**config.mk**
```make
export PLATFORM = sky130hd
export DESIGN_NAME = serial_subtractor
export DESIGN_NICKNAME = d
export VERILOG_FILES = /design/src/rtl/serial_subtractor.sv
export SDC_FILE = /design/constraint.sdc
export NUM_CORES = 1
export LEC_CHECK = 0
export ABC_AREA = 0
export CAP_MARGIN = 20
export CORE_UTILIZATION = 52
export CTS_CLUSTER_DIAMETER = 60
export DETAILED_ROUTE_END_ITERATION = 6
export MAX_ROUTING_LAYER = met4
export PLACE_DENSITY = 0.87
export SYNTH_ARGS = -nofsm -noshare
export SYNTH_HDL_FRONTEND = slang
export SYNTH_SLANG_ARGS = --single-unit
```
**constraint.sdc**
```tcl
create_clock -name clk -period 1.9 [get_ports clk]
set_clock_uncertainty 0.2 [all_clocks]
set_input_delay 0.38 -clock clk [delete_from_list [all_inputs] [get_ports clk]]
set_output_delay 0.38 -clock clk [all_outputs]
set_load 0.02 [all_outputs]
```
**src/rtl/serial_subtractor.sv**
```systemverilog
`default_nettype none
// ============================================================================
//  Module      : serial_subtractor
//  Description : Bit-serial unsigned subtractor. Computes (a - b) one bit per
//                clock, LSB first, with one full-subtractor cell and a
//                registered borrow. Sequenced by a start/busy/done handshake;
//                diff and borrow are registered and held between operations.
//  Revision    : 1.0  initial release
// ============================================================================
module serial_subtractor #(
    parameter int WIDTH = 8
) (
    input  logic             clk,
    input  logic             rst,
    input  logic             start,
    input  logic [WIDTH-1:0] a,
    input  logic [WIDTH-1:0] b,
    output logic             busy,
    output logic             done,
    output logic [WIDTH-1:0] diff,
    output logic             borrow
);

    // Bit counter needs to reach WIDTH-1; keep at least one bit for tiny widths.
    localparam int CNT_W = (WIDTH > 2) ? $clog2(WIDTH) : 1;
    localparam logic [CNT_W-1:0] C_LAST = CNT_W'(WIDTH - 1);

    typedef enum logic [1:0] {
        S_IDLE = 2'd0,
        S_RUN  = 2'd1,
        S_DONE = 2'd2
    } state_t;

    state_t           state_q,  state_d;
    logic [WIDTH-1:0] ra_q,     ra_d;
    logic [WIDTH-1:0] rb_q,     rb_d;
    logic [WIDTH-1:0] rd_q,     rd_d;
    logic             br_q,     br_d;
    logic [CNT_W-1:0] cnt_q,    cnt_d;
    logic             busy_q,   busy_d;
    logic             done_q,   done_d;
    logic [WIDTH-1:0] diff_q,   diff_d;
    logic             borrow_q, borrow_d;

    // Full-subtractor cell acting on the current LSBs and the stored borrow.
    logic             w_x;
    logic             w_y;
    logic             w_d;
    logic             w_br_next;
    logic [WIDTH-1:0] w_rd_next;

    assign w_x       = ra_q[0];
    assign w_y       = rb_q[0];
    assign w_d       = w_x ^ w_y ^ br_q;
    assign w_br_next = (~w_x & w_y) | (~(w_x ^ w_y) & br_q);
    // New result bit enters at the MSB so that after WIDTH shifts bit 0 is at LSB.
    assign w_rd_next = {w_d, rd_q[WIDTH-1:1]};

    // Next-state and datapath computation for the IDLE/RUN/DONE sequencer.
    always_comb begin
        state_d  = state_q;
        ra_d     = ra_q;
        rb_d     = rb_q;
        rd_d     = rd_q;
        br_d     = br_q;
        cnt_d    = cnt_q;
        busy_d   = busy_q;
        done_d   = 1'b0;
        diff_d   = diff_q;
        borrow_d = borrow_q;

        case (state_q)
            S_IDLE: begin
                busy_d = 1'b0;
                if (start) begin
                    ra_d    = a;
                    rb_d    = b;
                    br_d    = 1'b0;
                    cnt_d   = '0;
                    state_d = S_RUN;
                    busy_d  = 1'b1;
                end
            end
            S_RUN: begin
                ra_d = {1'b0, ra_q[WIDTH-1:1]};
                rb_d = {1'b0, rb_q[WIDTH-1:1]};
                rd_d = w_rd_next;
                br_d = w_br_next;
                if (cnt_q == C_LAST) begin
                    // Last bit: publish the result on the same edge; counter holds.
                    diff_d   = w_rd_next;
                    borrow_d = w_br_next;
                    state_d  = S_DONE;
                    busy_d   = 1'b0;
                    done_d   = 1'b1;
                end else begin
                    cnt_d = cnt_q + CNT_W'(1);
                end
            end
            S_DONE: begin
                // start is ignored here; a new request must be seen in IDLE.
                state_d = S_IDLE;
                busy_d  = 1'b0;
            end
            default: begin
                state_d = S_IDLE;
                busy_d  = 1'b0;
            end
        endcase
    end

    // State and output registers; reset overrides any in-flight operation.
    always_ff @(posedge clk) begin
        if (rst) begin
            state_q  <= S_IDLE;
            ra_q     <= '0;
            rb_q     <= '0;
            rd_q     <= '0;
            br_q     <= 1'b0;
            cnt_q    <= '0;
            busy_q   <= 1'b0;
            done_q   <= 1'b0;
            diff_q   <= '0;
            borrow_q <= 1'b0;
        end else begin
            state_q  <= state_d;
            ra_q     <= ra_d;
            rb_q     <= rb_d;
            rd_q     <= rd_d;
            br_q     <= br_d;
            cnt_q    <= cnt_d;
            busy_q   <= busy_d;
            done_q   <= done_d;
            diff_q   <= diff_d;
            borrow_q <= borrow_d;
        end
    end

    assign busy   = busy_q;
    assign done   = done_q;
    assign diff   = diff_q;
    assign borrow = borrow_q;

endmodule
`default_nettype wire

```
==> Flow_metrics.wiki, run 1 <==
{| class="wikitable"
! Metric !! Value
|-
| Outcome || finished clean
|-
| Syn_nets || 202
|-
| Wire length after detailed routing || 3130 um
|-
| Number of top-level design ports || 30
|-
| Residual DRC || 0
|-
| Number of unique standard cell types used by synthesis || 30
|-
| Cell chain of the critical path || clkdlybuf4s50_1
|-
| Number of vias in the routed layout || 1,332
|-
| Hold violation count in the final report || 0
|-
| Synth Area in Adders || 2.59%
|-
| Antenna violation net count after detailed routing || 0
|-
| Required arrival time at the worst endpoint || 1320 ps
|-
| Post-CTS setup buffer count || 0
|-
| Post-synth ARST share || 0%
|-
| Wire length of the first global-routing pass || about 5400 um
|-
| Global-route congestion overflow total || 0
|-
| Fraction of the mapped netlist area in compound gates || 18.7%
|-
| Global router's overall resource usage || a little over a fifth
|-
| Post-Syn Area || 1740 um2
|-
| Count of state elements after synthesis || 40
|-
| Tcrit/Tclk final || 96.0%
|-
| Fin crit period || roughly 1800 ps
|-
| Final Cell Area || between 2000 and 2500 um2
|-
| Maximum number of pins on one net before global-route repair || 30
|-
| Maximum net fanout on the critical path || 1
|-
| Insertion delay to the later sink of the worst-skew pair || roughly 360 ps
|-
| Total Neg Setup Slack || 0 ps
|-
| Area after detailed placement || about 2000 um2
|-
| Area enclosed by the die boundary || 3590 um2
|-
| Number of enable-type register cells in the synthesized netlist || 0
|-
| Number of vias per cell || 5.29
|-
| CTS tree || yes
|-
| Pleak || 0.911 nW
|-
| Placed wire-length estimate after detailed placement || 2220 um
|-
| Xor/xnor share of the synthesized area || 0%
|-
| Non-filler instance count after layout || 252
|-
| Number of pins exceeding their max-slew limit in the final report || 0
|-
| ANT cells || 0
|-
| Share of cells above drive strength 1 || around an eighth
|-
| Signal arrival time at the worst endpoint || 1240 ps
|-
| Synthesized netlist cell count || 180
|-
| Minimum hold slack || about 260 ps
|-
| WL per Instance || 12.4 um
|-
| Avg Synthesized Cell Area || 9.68 um2
|-
| Cts-stage hold buffer count || 0
|-
| H-tree level count || 2
|-
| Count of maximum capacitance violations || 0
|-
| First-pass DRT Iterations || 4
|-
| Power density over the cells || 731 nW/um2
|-
| Library cell contributing the largest single delay on the critical path || clkdlybuf4s50_1
|-
| Vertical die dimension || 59.9 um
|-
| Final setup fails || 0
|-
| Leading cell type in the layout, fill and taps excluded || dfxtp_1
|-
| Relative slew margins || 68.4%
|-
| Fraction of synthesized area in multiplexers || between 8 and 9%
|-
| Type of element capturing the critical path || primary output
|-
| Initial core utilization || a little under three fifths
|-
| Horizontal die dimension || 59.9 um
|-
| Port Buf Inserts || 29
|-
| Placed cells || 245
|-
| Worst setup path class || register to primary output
|-
| Slew @ Worst Pin || roughly 470 ps
|-
| Worst path bufs/invs || 1
|-
| Synth warn || 0
|-
| Clock slew at the register clock pins of the worst setup and hold paths || between 100 and 150 ps
|-
| Routability congestion estimate from global placement || 0.743
|-
| Setup repair after global routing missed its margin || no
|-
| Fraction of the mapped netlist area in simple logic gates || 17.5%
|-
| Most used cells in the layout excluding fill and tap cells || dfxtp_1, nand2_1, nor2_1, a21oi_1, clkdlybuf4s50_1
|-
| Worst VDD drop || 406 uV
|-
| Net count, final || 230
|-
| Buffer depth of the longest clock path || 2
|-
| Hold WC Path Type || register to register
|-
| Cell class contributing the biggest share of worst-path delay || buffers and inverters
|-
| CTS buffer count || 5
|-
| Primary flip-flop cell chosen by synthesis mapping || dfxtp_1
|-
| Dominant combinational cell family by area after synthesis || compound AO/OA/AOI/OAI gates
|-
| Initial antenna violation count || 0
|-
| Register area share after synthesis || 46.0%
|-
| Final setup slack of the worst path || 75.9 ps
|-
| Core Rows || 20
|-
| Highest clock rate || approximately 550 MHz
|-
| Root buffer cell || clkbuf_4
|-
| Number of global-route vias before repair || between 1,000 and 1,500
|-
| Clk sink count || 40
|-
| Setup slack after placement || 44.9 ps
|-
| Iter 0 DRT Violations || 37
|-
| Relative area change from synthesis to final layout || 20.5%
|-
| Crit path launch type || register
|-
| Standard cell core area || 3100 um2
|-
| Max stage delay on crit path || 590 ps
|}
[path summary, 6_finish.rpt]
path	startpoint	end	slack [ps]	cells past startpoint
hold reg to reg	diff[0]	diff[0]	260	2
setup / recovery	done	done	80	1
hold / removal	diff[0]	diff[0]	260	2
setup reg to reg	state_q[0]	br_q	160	4
[stage by stage]
step | power [mW] | utilization (%)
detailed placement | 1.15 | 65.4
global route | 1.61 | 67.6
CTS | 1.55 | 66.9
global placement | 1.14 | 65.4
finish | 1.53 | 67.6
floorplan | 1.09 | -
[final cells by class]
type / count / area, um2
multi-input combinational: 123 / 816
tap: 44 / 55.1
sequential: 40 / 801
clock buffer: 6 / 41.3
fill: 255 / 1000
inverter: 3 / 11.3
clock inverter: 1 / 5.00
timing repair buffer: 35 / 369
[where the power goes]
part,internal [mW],switching [mW],total (mW)
Combinational,0.116,0.109,0.225
Clock,0.136,0.266,0.402
Sequential,0.878,0.0275,0.905
Total,1.13,0.403,1.53
[layer usage]
layer  wire [um]  up-vias  part of all wire (%)  track usage (%)
li1            -      675                     -                -
met1        1330      619                    43             21.9
met2        1590       31                    51             36.3
met3         143        7                   4.6             6.06
met4          62        0                   2.0             9.63
met5           0        -                     0                -
[cell usage after synthesis, drive strengths merged (2+ instances only)]
library cell,n,share of area [%]
a21oi,19,5.5
nand4bb,2,1.3
nand2b,3,1.1
inv,3,0.65
o21ai,4,1.1
nand3,8,2.3
buf,12,6.1
a211oi,14,8.9
nor3,2,0.57
nand2,25,5.4
and2b,2,0.86
ha,2,1.4
mux2i,14,8.0
nor2,19,4.1
dfxtp,40,46
o21ba,2,1.5
clkbuf,2,0.43
[logic make-up after synthesis]
group,count (synthesis)
simple gates,64
flops,40
fa+ha+maj,3
buf+inv,17
mux,14
compound gates,42
[timing repair]
| item | CTS | global route |
|---|---|---|
| endpoints found under the setup margin | 1 | 9 |
| resized for setup | 1 | 9 |
| hold endpoints to repair | 0 | 0 |
[state kept, by name (all words and copies together) (netlist names)]
signal   flops
borrow       1
br_q         1
busy         1
cnt_q        3
diff         8
done         1
ra_q         8
rb_q         8
rd_q         7
state_q      2
Power figures use the tool's default switching activity.
==> run 2: changes to the inputs <==
--- a/config.mk
+++ b/config.mk
@@ -7,11 +7,13 @@
 export LEC_CHECK = 0
 export ABC_AREA = 0
 export CAP_MARGIN = 20
-export CORE_UTILIZATION = 52
+export CORE_UTILIZATION = 61
 export CTS_CLUSTER_DIAMETER = 60
 export DETAILED_ROUTE_END_ITERATION = 6
+export DONT_BUFFER_PORTS = 1
 export MAX_ROUTING_LAYER = met4
-export PLACE_DENSITY = 0.87
+export PLACE_DENSITY = 0.85
+export RECOVER_POWER = 25
 export SYNTH_ARGS = -nofsm -noshare
 export SYNTH_HDL_FRONTEND = slang
 export SYNTH_SLANG_ARGS = --single-unit
==> run 2 against run 1 <==
Compared with the run above: via count is 7.3% lower; final cell count is 17% lower; setup slack better by 220 ps; register-to-register slack better by 130 ps; count of clock-buffer cells in the layout is 1 lower; worst hold slack worse by 240 ps; sequential power hardly changed; first-iteration DRC count is 54% lower; core utilization is 1.9 points lower; largest power group unchanged; highest routed layer unchanged.
==> Flow_metrics.wiki, run 2 (synthesis results as in run 1) <==
{| class="wikitable"
! Metric !! Value
|-
| Worst VDD drop || 748 uV (+84%)
|-
| Core Rows || 19 (-5.0%)
|-
| Worst setup path class || register to register
|-
| Total Neg Setup Slack || 0 ps (unchanged)
|-
| Minimum hold slack || 13.8 ps (-245 ps)
|-
| Root buffer cell || clkbuf_4
|-
| Net count, final || 200 (-13%)
|-
| Number of pins exceeding their max-slew limit in the final report || 0 (unchanged)
|-
| Setup repair after global routing missed its margin || no
|-
| Relative slew margins || 73.2% (+4.8 points)
|-
| Most used cells in the layout excluding fill and tap cells || dfxtp_1, nand2_1, nor2_1, a21oi_1, mux2i_1
|-
| ANT cells || 0 (unchanged)
|-
| Number of top-level design ports || 30 (unchanged)
|-
| Post-CTS Resized || 0 (-1)
|-
| Buffer depth of the longest clock path || 2 (unchanged)
|-
| Iter 0 DRT Violations || 17 (-54%)
|-
| Leading cell type in the layout, fill and taps excluded || dfxtp_1
|-
| Stages on worst setup path || 6 (+5)
|-
| Required arrival time at the worst endpoint || 1990 ps (+670 ps)
|-
| First-pass DRT Iterations || 4 (unchanged)
|-
| Clk sink count || 40 (unchanged)
|-
| Area enclosed by the die boundary || 3070 um2 (-14%)
|-
| Global router's overall resource usage || 21.8% (+0.81 points)
|-
| Startpoint of the most critical register-to-register path || cnt_q[0]
|-
| Initial antenna violation count || 0 (unchanged)
|-
| Placed wire-length estimate after detailed placement || 2100 um (-5.5%)
|-
| Initial core utilization || 63.7% (+7.6 points)
|-
| Relative area change from synthesis to final layout || 3.16%
|-
| Min-Delay Endpoint || rb_q[7]
|-
| Worst path bufs/invs || 1 (unchanged)
|-
| Number of global-route vias before repair || 1,219 (-7.2%)
|-
| Crit path launch type || register
|-
| Clock slew at the register clock pins of the worst setup and hold paths || 130 ps (+20 ps)
|-
| Global-route congestion overflow total || 0 (unchanged)
|-
| Cell class contributing the biggest share of worst-path delay || adder cells
|-
| Wire length after detailed routing || 3050 um (-2.5%)
|-
| Number of vias per cell || 5.88 (+11%)
|-
| Pleak || 0.641 nW (-30%)
|-
| Highest clock rate || 622 MHz (+13%)
|-
| Final setup fails || 0 (unchanged)
|-
| Maximum number of pins on one net before global-route repair || 39 (+30%)
|-
| Number of vias in the routed layout || 1,235 (-7.3%)
|-
| Residual DRC || 0 (unchanged)
|-
| Post-CTS setup buffer count || 0 (unchanged)
|-
| Hold WC Path Type || input port to register
|-
| Start point of the worst min-delay path || start
|-
| Vertical die dimension || 55.4 um (-7.4%)
|-
| Max stage delay on crit path || 340 ps (-250 ps)
|-
| CTS tree || yes
|-
| Maximum net fanout on the critical path || 11 (+10)
|-
| Count of maximum capacitance violations || 0 (unchanged)
|-
| Routability congestion estimate from global placement || 0.760 (+2.4%)
|-
| End-of-flow core utilization || 65.7% (-1.9 points)
|-
| Reg2Reg Capture Point || diff[7]
|-
| Signal arrival time at the worst endpoint || 1700 ps (+460 ps)
|-
| Wire length of the first global-routing pass || 5170 um (-4.1%)
|-
| H-tree level count || 2 (unchanged)
|-
| Outcome || finished clean
|-
| Slew @ Worst Pin || 402 ps (-72.0 ps)
|-
| Non-filler instance count after layout || 210 (-17%)
|-
| Final Cell Area || 1800 um2 (-14%)
|-
| Horizontal die dimension || 55.4 um (-7.4%)
|-
| Type of element capturing the critical path || register
|-
| CTS buffer count || 5 (unchanged)
|-
| Setup slack after placement || 302 ps (+257 ps)
|-
| Area after detailed placement || 1700 um2 (-16%)
|-
| Tcrit/Tclk final || 84.7% (-11 points)
|-
| WHS Path Cells || 2 (unchanged)
|-
| Insertion delay to the later sink of the worst-skew pair || 350 ps (about the same)
|-
| Final setup slack of the worst path || 291 ps (+215 ps)
|-
| WL per Instance || 14.5 um (+17%)
|-
| Placed cells || 201 (-18%)
|-
| Path depth of the worst reg2reg path || 6 (+2)
|-
| Power density over the cells || 910 nW/um2 (+25%)
|-
| Library cell appearing most often on the critical path || ha_1
|-
| Port Buf Inserts || 0 (-100%)
|-
| Critical Path Source || cnt_q[0]
|-
| Minimum setup slack among reg-to-reg paths || 290 ps (+130 ps)
|-
| Antenna violation net count after detailed routing || 0 (unchanged)
|-
| Fin crit period || 1610 ps (-215 ps)
|-
| Hold violation count in the final report || 0 (unchanged)
|-
| Standard cell core area || 2730 um2 (-12%)
|-
| Total power of the final layout || 1.64 mW (+6.7%)
|-
| Cell chain of the critical path || ha_1, ha_1, buf_4, nand3b_2, nand2_1, a21oi_1
|-
| Library cell contributing the largest single delay on the critical path || dfxtp_1
|-
| Share of cells above drive strength 1 || 15.6% (+2.7 points)
|}
run 2: worst register-to-register path, stage by stage (launching register included):
cell and delay [ps]:
dfxtp_1 340, ha_1 200, ha_1 210, buf_4 190, nand3b_2 200, nand2_1 80
a21oi_1 150
run 2: layer usage:
metal  global-route usage [%]  wire, um
met1                     23.5      1320
met4                     9.64        28
met2                     37.0      1540
met3                     6.56       164
met5                        -         0
run 2: timing repair:
action / 4_1_cts / 5_1_grt
endpoints found under the setup margin: 0 / 0
endpoints found under the hold margin: 38 / 0
hold buffers: 1 / 0
run 2: worst max path at each step:
stage                    end  slack [ps]
CTS                  diff[7]         290
global placement     diff[0]         370
detailed placement   diff[0]         300
finish               diff[7]         290
global route         diff[3]         190
floorplan           cnt_q[0]         450
run 2: area by class of cell:
cell class / instances / area (um2)
Clock buffer: 5 / 37.5
Clock inverter: 3 / 42.5
Fill cell: 209 / 937
Inverter: 3 / 11.3
Multi-Input combinational cell: 123 / 816
Sequential cell: 40 / 801
Tap cell: 31 / 38.8
Timing Repair Buffer: 5 / 50.0
run 2: where the power goes:
part / leakage (nW) / switching, mW / total, mW / internal (mW)
logic: 0.273 / 0.103 / 0.181 / 0.0777
clock network: 0.0412 / 0.276 / 0.550 / 0.274
registers: 0.327 / 0.0264 / 0.905 / 0.878
total: 0.641 / 0.405 / 1.64 / 1.23
==> run 3: changes to the inputs <==
--- a/config.mk
+++ b/config.mk
@@ -7,12 +7,12 @@
 export LEC_CHECK = 0
 export ABC_AREA = 0
 export CAP_MARGIN = 20
-export CORE_UTILIZATION = 61
+export CORE_UTILIZATION = 55
 export CTS_CLUSTER_DIAMETER = 60
 export DETAILED_ROUTE_END_ITERATION = 6
 export DONT_BUFFER_PORTS = 1
 export MAX_ROUTING_LAYER = met4
-export PLACE_DENSITY = 0.85
+export PLACE_DENSITY = 0.81
 export RECOVER_POWER = 25
 export SYNTH_ARGS = -nofsm -noshare
 export SYNTH_HDL_FRONTEND = slang
==> constraint.sdc (replaced) <==
create_clock -name clk -period 1.3 [get_ports clk]
set_clock_uncertainty 0.2 [all_clocks]
set_input_delay 0.26 -clock clk [delete_from_list [all_inputs] [get_ports clk]]
set_output_delay 0.26 -clock clk [all_outputs]
set_load 0.02 [all_outputs]
==> run 3 against run 2 <==
Compared with the run above: setup slack got worse by 450 ps; register-to-register slack got worse by 450 ps; the run now ends with hold timing, setup timing left; design area increased by 21%; count of clock-buffer cells in the layout unchanged; largest power group unchanged; total power increased by 58%; core utilization increased by 6.2 points; sequential power increased by 48%.
==> Flow_metrics.wiki, run 3 (synthesis results as in run 1) <==
{| class="wikitable"
! Metric !! Value
|-
| Outcome || finished, violations left
|-
| Violations in the final reports || hold timing, setup timing
|-
| Number of vias in the routed layout || 1,332 (+7.9%)
|-
| Final setup slack of the worst path || -158 ps (-449 ps)
|-
| Global router's overall resource usage || 21.6% (-0.20 points)
|-
| Horizontal die dimension || 58.3 um (+5.1%)
|-
| Maximum net fanout on the critical path || 5 (-6)
|-
| Net count, final || 212 (+6.0%)
|-
| Share of total power in sequential cells || 51.8% (-3.5 points)
|-
| Initial core utilization || 57.5% (-6.2 points)
|-
| Non-filler instance count after layout || 235 (+12%)
|-
| Count of maximum capacitance violations || 0 (unchanged)
|-
| Wire length after detailed routing || 3810 um (+25%)
|-
| Highest clock rate || 686 MHz (+10%)
|-
| Number of pins exceeding their max-slew limit in the final report || 0 (unchanged)
|-
| Area enclosed by the die boundary || 3400 um2 (+11%)
|-
| Wire length of the first global-routing pass || 5310 um (+2.7%)
|-
| Worst VDD drop || 693 uV (-7.3%)
|-
| Relative area change from synthesis to final layout || 25.0%
|-
| Root buffer cell || clkbuf_4
|-
| Placed wire-length estimate after detailed placement || 2150 um (+2.4%)
|-
| Relative contribution of the clock network to total power || 32.9% (-0.7 points)
|-
| Clock slew at the register clock pins of the worst setup and hold paths || 130 ps (about the same)
|-
| Port Buf Inserts || 0 (unchanged)
|-
| Number of top-level design ports || 30 (unchanged)
|-
| Standard cell core area || 3030 um2 (+11%)
|-
| Hold violation count in the final report || 40 (+40)
|-
| Relative contribution of combinational cells to total power || 15.3% (+4.2 points)
|-
| Leading cell type in the layout, fill and taps excluded || nand2_1
|-
| Placed cells || 221 (+10%)
|-
| Clk sink count || 40 (unchanged)
|-
| Startpoint of the most critical register-to-register path || cnt_q[1]
|-
| Type of element capturing the critical path || register
|-
| Share of cells above drive strength 1 || 44.5% (+29 points)
|-
| ANT cells || 0 (unchanged)
|-
| Number of vias per cell || 5.67 (-3.6%)
|-
| Relative slew margins || 77.4% (+4.2 points)
|-
| Most crowded layer after global routing || met2
|-
| Setup slack after placement || -93.2 ps (-395 ps)
|-
| Residual DRC || 0 (unchanged)
|-
| Buffer depth of the longest clock path || 2 (unchanged)
|-
| Area after detailed placement || 1850 um2 (+9.3%)
|-
| Number of global-route vias before repair || 1,258 (+3.2%)
|-
| Reg2Reg Capture Point || diff[2]
|-
| CTS tree || yes
|-
| Hold WC Path Type || input port to register
|-
| Final setup fails || 26 (+26)
|-
| Signal arrival time at the worst endpoint || 1540 ps (-160 ps)
|-
| Tcrit/Tclk final || 112% (+27 points)
|-
| Critical Path Source || cnt_q[1]
|-
| Timing endpoint of the critical path || diff[2]
|-
| H-tree level count || 2 (unchanged)
|-
| Setup repair after global routing missed its margin || yes
|-
| CTS buffer count || 5 (unchanged)
|-
| Slew @ Worst Pin || 330 ps (-71.8 ps)
|-
| Vertical die dimension || 58.3 um (+5.1%)
|-
| Switching power share of the total || 26.5% (+1.7 points)
|-
| Initial antenna violation count || 0 (unchanged)
|-
| Routability congestion estimate from global placement || 0.773 (+1.7%)
|-
| Pleak || 0.756 nW (+18%)
|-
| GR met3 Demand/Resource || 8.48% (+1.9 points)
|-
| Minimum setup slack among reg-to-reg paths || -160 ps (-450 ps)
|-
| Path depth of the worst reg2reg path || 6 (unchanged)
|-
| Power density over the cells || 1190 nW/um2 (+31%)
|-
| Worst setup path class || register to register
|-
| Insertion delay to the later sink of the worst-skew pair || 360 ps (about the same)
|-
| Minimum hold slack || -254 ps (-268 ps)
|-
| Required arrival time at the worst endpoint || 1390 ps (-600 ps)
|-
| Met1 capacity usage during global routing || 23.7% (+0.25 points)
|-
| Switching power of the nets || 0.685 mW (+69%)
|-
| First-pass DRT Iterations || 4 (unchanged)
|-
| Met2 Track Usage GR || 34.0% (-3.0 points)
|-
| Total power of the final layout || 2.59 mW (+58%)
|-
| Crit path launch type || register
|-
| Internal power || 1.91 mW (+55%)
|-
| Final Cell Area || 2180 um2 (+21%)
|-
| Antenna violation net count after detailed routing || 0 (unchanged)
|-
| Core Rows || 20 (+1)
|-
| Maximum number of pins on one net before global-route repair || 42 (+7.7%)
|-
| Most used cells in the layout excluding fill and tap cells || nand2_1, dfxtp_1, a21oi_1
|-
| Global-route congestion overflow total || 0 (unchanged)
|-
| Iter 0 DRT Violations || 62 (+45)
|-
| WL per Instance || 16.2 um (+12%)
|-
| Fin crit period || 1460 ps (-151 ps)
|}
-- run 3: changes by cell type in the layout (fill, tap and decap cells not counted), sizes merged --
| cell | delta |
|---|---|
| buf | +8 |
| clkbuf | +4 |
| clkinv | -1 |
| inv | +1 |
-- run 3: layout make-up --
| cell class | instances | area [um2] |
|---|---|---|
| clock buffer | 5 | 37.5 |
| fill | 191 | 851 |
| tap | 44 | 55.1 |
| timing repair buffer | 17 | 223 |
| inverter | 3 | 11.3 |
| sequential | 40 | 823 |
| multi-input combinational | 123 | 981 |
| clock inverter | 3 | 46.3 |
-- run 3: stage by stage --
stage | utilization [%] | setup TNS [ps]
floorplan | - | -18.0
global placement | 61.2 | -596
CTS | 64.8 | -1260
detailed placement | 61.2 | -1150
global route | 71.9 | -3750
finish | 71.9 | -1940
-- run 3: what timing repair did --
item	4_1_cts	5_1_grt
hold endpoints to repair	40	40
pin swaps	1	20
cloned	0	3
gates resized for setup	11	42
setup endpoints to repair	35	42
setup buffers	1	2
-- run 3: critical path: stages, from the launching register on --
cell and delay (ps):
dfxtp_2 380, ha_4 140, ha_4 190, buf_6 110
buf_4 120, nand3_1 80, a21oi_1 160
-- run 3: power by group through the flow --
stage / logic (mW) / clock network, mW / registers, mW
2_1_floorplan: 0.269 / 0 / 1.34
3_3_place_gp: 0.275 / 0 / 1.35
3_5_place_dp: 0.289 / 0 / 1.35
4_1_cts: 0.297 / 0.868 / 1.32
5_1_grt: 0.421 / 0.924 / 1.35
6_report: 0.396 / 0.854 / 1.34
-- run 3: layer usage --
metal | part of all wire (%) | up-vias
met1 | 41 | 641
met5 | 0 | -
met2 | 52 | 38
met4 | 1.4 | 0
li1 | - | 646
met3 | 4.7 | 7
-- run 3: how the worst min path moves through the flow --
stage          startpoint  endpoint  depth (start not counted)
6_report              rst      busy                          1
5_1_grt               rst   diff[3]                          1
4_1_cts               rst   rb_q[0]                          1
3_5_place_dp          rst   ra_q[6]                          1
3_3_place_gp          rst   ra_q[6]                          1
2_1_floorplan         rst  cnt_q[1]                          3
